==> src/rtl/subleq_core.sv <==
// SUBLEQ processor core: fetch, read A, read B, write B over a req/ack memory bus.
// It stops on a taken self-branch and waits in HALT until it is started again.
module subleq_core #(
    parameter int DATA_W   = 64,
    parameter int ADDR_W   = 13,
    parameter int RESET_PC = 0,
    parameter int CNT_W    = 32
) (
    input  logic              iClock,
    input  logic              iReset_n,
    input  logic              iStart,
    output logic              oHalted,
    output logic [ADDR_W-1:0] oPC,
    output logic [CNT_W-1:0]  oRetired,
    output logic              oMemReq,
    output logic              oMemWe,
    output logic [ADDR_W-1:0] oMemAddr,
    output logic [DATA_W-1:0] oMemWData,
    input  logic              iMemAck,
    input  logic [DATA_W-1:0] iMemRData,
    output logic [2:0]        oState
);

    typedef enum logic [2:0] {
        S_HALT  = 3'd0,
        S_FETCH = 3'd1,
        S_RD_A  = 3'd2,
        S_RD_B  = 3'd3,
        S_WR_B  = 3'd4
    } state_t;

    localparam logic [ADDR_W-1:0] RESET_IP = ADDR_W'(RESET_PC);

    state_t              state;
    logic [1:0]          rst_sync;
    logic                rst_n;
    logic [ADDR_W-1:0]   ip;
    logic [CNT_W-1:0]    retired;
    logic [2*ADDR_W-1:0] instr_bc;
    logic [DATA_W-1:0]   a;
    logic                mem_req;
    logic                mem_we;
    logic [ADDR_W-1:0]   mem_addr;
    logic [DATA_W-1:0]   mem_wdata;
    logic                xfer;
    logic [ADDR_W-1:0]   b_field;
    logic [ADDR_W-1:0]   c_field;
    logic                leq;
    logic [ADDR_W-1:0]   ip_next;

    // Reset asserts asynchronously, releases two clocks after iReset_n rises.
    always_ff @(posedge iClock or negedge iReset_n) begin
        if (!iReset_n) begin
            rst_sync <= 2'b00;
        end else begin
            rst_sync <= {rst_sync[0], 1'b1};
        end
    end

    assign rst_n = rst_sync[1];

    // Bus handshake: oMemReq is the valid and iMemAck the ready. A transfer
    // happens in the cycle both are high; until then req/we/addr/wdata hold
    // their values, and the next request may be raised the cycle after.
    assign xfer    = mem_req & iMemAck;
    assign b_field = instr_bc[2*ADDR_W-1:ADDR_W];
    assign c_field = instr_bc[ADDR_W-1:0];

    // In WR_B the write data register already holds B - A.
    assign leq     = mem_wdata[DATA_W-1] | (mem_wdata == '0);
    assign ip_next = leq ? c_field : ip + ADDR_W'(1);

    always_ff @(posedge iClock or negedge rst_n) begin
        if (!rst_n) begin
            state     <= S_HALT;
            ip        <= RESET_IP;
            retired   <= '0;
            instr_bc  <= '0;
            a         <= '0;
            mem_req   <= 1'b0;
            mem_we    <= 1'b0;
            mem_addr  <= '0;
            mem_wdata <= '0;
        end else begin
            case (state)
                S_HALT: begin
                    if (iStart) begin
                        state    <= S_FETCH;
                        ip       <= RESET_IP;
                        retired  <= '0;
                        mem_req  <= 1'b1;
                        mem_we   <= 1'b0;
                        mem_addr <= RESET_IP;
                    end
                end
                S_FETCH: begin
                    if (xfer) begin
                        instr_bc <= iMemRData[2*ADDR_W-1:0];
                        mem_addr <= iMemRData[3*ADDR_W-1:2*ADDR_W];
                        state    <= S_RD_A;
                    end
                end
                S_RD_A: begin
                    if (xfer) begin
                        a        <= iMemRData;
                        mem_addr <= b_field;
                        state    <= S_RD_B;
                    end
                end
                S_RD_B: begin
                    if (xfer) begin
                        mem_we    <= 1'b1;
                        mem_wdata <= iMemRData - a;
                        state     <= S_WR_B;
                    end
                end
                S_WR_B: begin
                    if (xfer) begin
                        retired   <= retired + CNT_W'(1);
                        mem_we    <= 1'b0;
                        mem_wdata <= '0;
                        // A taken branch onto itself is the program's stop request.
                        if (leq && (c_field == ip)) begin
                            state    <= S_HALT;
                            mem_req  <= 1'b0;
                            mem_addr <= '0;
                        end else begin
                            ip       <= ip_next;
                            mem_addr <= ip_next;
                            state    <= S_FETCH;
                        end
                    end
                end
                default: begin
                    state   <= S_HALT;
                    mem_req <= 1'b0;
                    mem_we  <= 1'b0;
                end
            endcase
        end
    end

    assign oHalted   = (state == S_HALT);
    assign oPC       = ip;
    assign oRetired  = retired;
    assign oMemReq   = mem_req;
    assign oMemWe    = mem_we;
    assign oMemAddr  = mem_addr;
    assign oMemWData = mem_wdata;
    assign oState    = state;

endmodule
==> config.mk <==
export PLATFORM = sky130hd
export DESIGN_NAME = subleq_core
export DESIGN_NICKNAME = d
export VERILOG_FILES = /design/src/rtl/subleq_core.sv
export SDC_FILE = /design/constraint.sdc
export NUM_CORES = 1
export LEC_CHECK = 0
export CORE_ASPECT_RATIO = 0.5
export CORE_UTILIZATION = 50
export DETAILED_ROUTE_END_ITERATION = 7
export PLACE_DENSITY = 0.78
export SYNTH_ARGS = -nofsm -noshare
export SYNTH_HDL_FRONTEND = slang
export SYNTH_SLANG_ARGS = --single-unit
==> constraint.sdc <==
create_clock -name iClock -period 7 [get_ports iClock]
set_input_delay 2.1 -clock iClock [delete_from_list [all_inputs] [get_ports iClock]]
set_output_delay 2.1 -clock iClock [all_outputs]
set_load 0.01 [all_outputs]
==> qor.txt <==
Drt total wl = 37.85 mm
CTS Sinks = 219
Drt first-iter violations = 866
Setup slack at placement = 1.420 ns
Worst endpoint required time = 7.39 ns
PD cells = 447.1 nW/µm²
Final instance area = 15940 µm²
Final Power = 7.129 mW
Largest area contributor in the synthesized netlist = dfrtp_1
Via count = 11696
Placed Instance Area = 15300 µm²
Non-Filler Instances = 2024
FF+latch count, synth = 219
Hold_buf cts = 0
Avg Inst Size Synth = 8.637 µm²
Mux share of post-synthesis cell area = 2.638%
Clk buf depth = 3
Fin nets = 1800
Final setup violation count = 0
Area growth syn-to-layout = 21.37%
Startpoint type of the worst setup path = primary input
Share of cells above drive strength 1 = 5.417%
Fmax = 196.7 MHz
PostCTS Resize Cnt = 0
DIE HEIGHT = 116.6 µm
YS warnings = 0
Diode count = 0
DP Cell Count = 1986
Post-synthesis compound-gate area fraction = 20.43%
Area contributors post-synth = dfrtp_1 (42%), o21ai_0 (7.2%), nand2_1 (6.9%), ha_1 (6.2%), xor2_1 (4.3%)
Critical path, cell by cell = clkdlybuf4s50_1 -> inv_1 -> ha_1 -> fa_1 -> nand2b_1 -> a21oi_2 -> o2111ai_2 -> a211oi_2 -> o211ai_1 -> a41o_1 -> o41a_1 -> o21ai_2 -> xnor2_1 -> o21ai_1
EDFF count, synth = 0
Final Cycle Share = 72.62%
WP buf/inv = 2
RR Startpoint = oMemWData[23]
Detail Route Antenna Nets = 0
Port Buf Inserts = 195
Kind of cell adding the most delay to the critical path = compound AO/OA/AOI/OAI gates
R2R setup slack = 3.39 ns
Post-Synth Adder-Cell Area = 6.343%
Filler Cell Count = 2184
Max stage delay on crit path = 0.49 ns
Dominant synthesized flop cell = dfrtp_1
Slew Limit Fails = 0
Post-Synth Simple-Gate Area = 16.78%
Clock transition at path regs = 0.07 ns
Synth top cells by count = nand2_1 (243), dfrtp_1 (219), o21ai_0 (189)
Sequential-to-total area share from yosys stat = 41.72%
First-pass GRT wire length = 59.55 mm
Synth Cell Area = 13140 µm²
H-tree Lvls = 1
Die X = 231.2 µm
Syn Inst Count = 1521
Min Tclk post-route = 5.083 ns
Crit Path Max Fanout = 4
Final hold slack = 0.3525 ns
CTS tree = done
Nature of the critical path endpoint = register
Peak supply drop = 0.1973 mV
Worst Tran Pin Value = 1.212 ns
Cell Rows = 41
Gr usage total = 27.98%
Routed length per instance = 18.70 µm
Worst Slack Setup Final = 1.917 ns
# Max-Cap Violations = 0
Final GP Congestion = 0.9501
CP Capture Point = oMemWData[62]
Antenna violations before repair = 0
Setup repair bufs after CTS = 0
Largest net degree at the start of global routing = 164
Setup TNS = 0 ns
CTS buffer count = 22
DRC errors left = 0
Crit path DAT = 5.47 ns
DIE AREA = 26960 µm²
I/O pins = 196
Synth cell types = 67
Initial Util = 51.52%
Pleak = 6.864 nW
Slew HR = 19.20%
Number of global-route vias before repair = 11013
Count leader, synth = nand2_1
Aggregate global routing overflow = 0
Clock skew = 0.01440 ns
Post-synthesis xor/xnor area fraction = 7.334%
Pre-antenna DRT Iters = 5
CP Class = in2reg
CTS root buffer = clkbuf_16
RSZ-0062 raised after global routing = false
Core Area = 25500 µm²
Crit path launch = iMemRData[0]
DR vias/cell = 5.779
Clock latency at the later pin of the worst-skew pair = 0.52 ns
Hold Vio Cnt, Final = 0
Largest family of logic cells by synthesized area = compound AO/OA/AOI/OAI gates
Post-synthesis async set-or-reset flop share = 100.0%
Synth top area share = 41.72%
Reg2reg path depth = 9
CP max stage cell = clkdlybuf4s50_1
Post-Syn Nets = 1655
Post-layout util = 62.54%
Cell count along the critical path = 14
Reg-to-Reg End = oPC[5]
Hold Path Class = reg2reg
DP Wirelength = 28.69 mm
Status = finished clean
==> logic make-up (layout without fill, tap and decap cells) <==
group | Yosys count | in the layout
xor+xnor | 110 | 110
buf+inv | 163 | 322
simple gates | 490 | 490
compound gates | 441 | 441
fa+ha+maj | 66 | 66
other cells | 1 | 1
mux | 31 | 31
flops | 219 | 219
==> area by class of cell <==
cell class | count | area, µm² | area share, %
Clock inverter | 8 | 46.29 | 0.2904
Clock buffer | 30 | 601.8 | 3.775
Timing Repair Buffer | 202 | 2017 | 12.65
Tap cell | 344 | 430.4 | 2.700
Multi-Input combinational cell | 1139 | 7057 | 44.26
Sequential cell | 219 | 5484 | 34.40
Inverter | 82 | 307.8 | 1.930
==> how the worst min path moves through the flow <==
stage / start / endpoint / slack [ns] / cells after the start
floorplan: rst_sync[0] / rst_sync[1] / 0.33 / 0
global placement: rst_sync[0] / rst_sync[1] / 0.34 / 0
detailed placement: rst_sync[0] / rst_sync[1] / 0.34 / 0
CTS: rst_sync[0] / rst_sync[1] / 0.35 / 0
global route: rst_sync[0] / rst_sync[1] / 0.36 / 0
finish: rst_sync[0] / rst_sync[1] / 0.35 / 0
==> worst reg2reg max path: stages (launching register included) <==
cell     delay [ns]
dfrtp_1        0.39
nor4_1         0.82
nand4_1        0.27
o41ai_4        0.34
buf_4          0.34
and3_1         0.65
nand2_1        0.11
nand2_1        0.43
nand2_1        0.09
o21ai_0        0.09
==> sequential cells by signal, indices dropped and copies added (netlist names) <==
| register | flops |
|---|---|
| oState | 3 |
| oMemWData | 64 |
| rst_sync | 2 |
| oMemAddr | 13 |
| oMemReq | 1 |
| oRetired | 32 |
| oMemWe | 1 |
| a | 64 |
| instr_bc | 26 |
| oPC | 13 |
==> placed cells by master, fill, tap and decap left out, drive strengths merged, types with 39 or more instances in the layout <==
cell type	n
o21ai	206
ha	65
nor2	87
clkdlybuf4s50	195
xor2	65
nand4	39
nand2	243
a21oi	102
inv	83
dfrtp	219
xnor2	45
==> power breakdown <==
| part | internal, mW | switching (mW) |
|---|---|---|
| registers | 1.75 | 0.400 |
| logic | 1.63 | 2.23 |
| clock network | 0.604 | 0.508 |
==> per-layer routing <==
layer,GRT usage (%),vias to the layer above,share of wire (%)
met5,0,-,0
met4,8.079,0,2.7
met3,4.248,67,5.7
met2,46.07,339,46
met1,38.57,5693,45
li1,-,5597,-
Note: power is estimated with default switching activity, not from simulation.
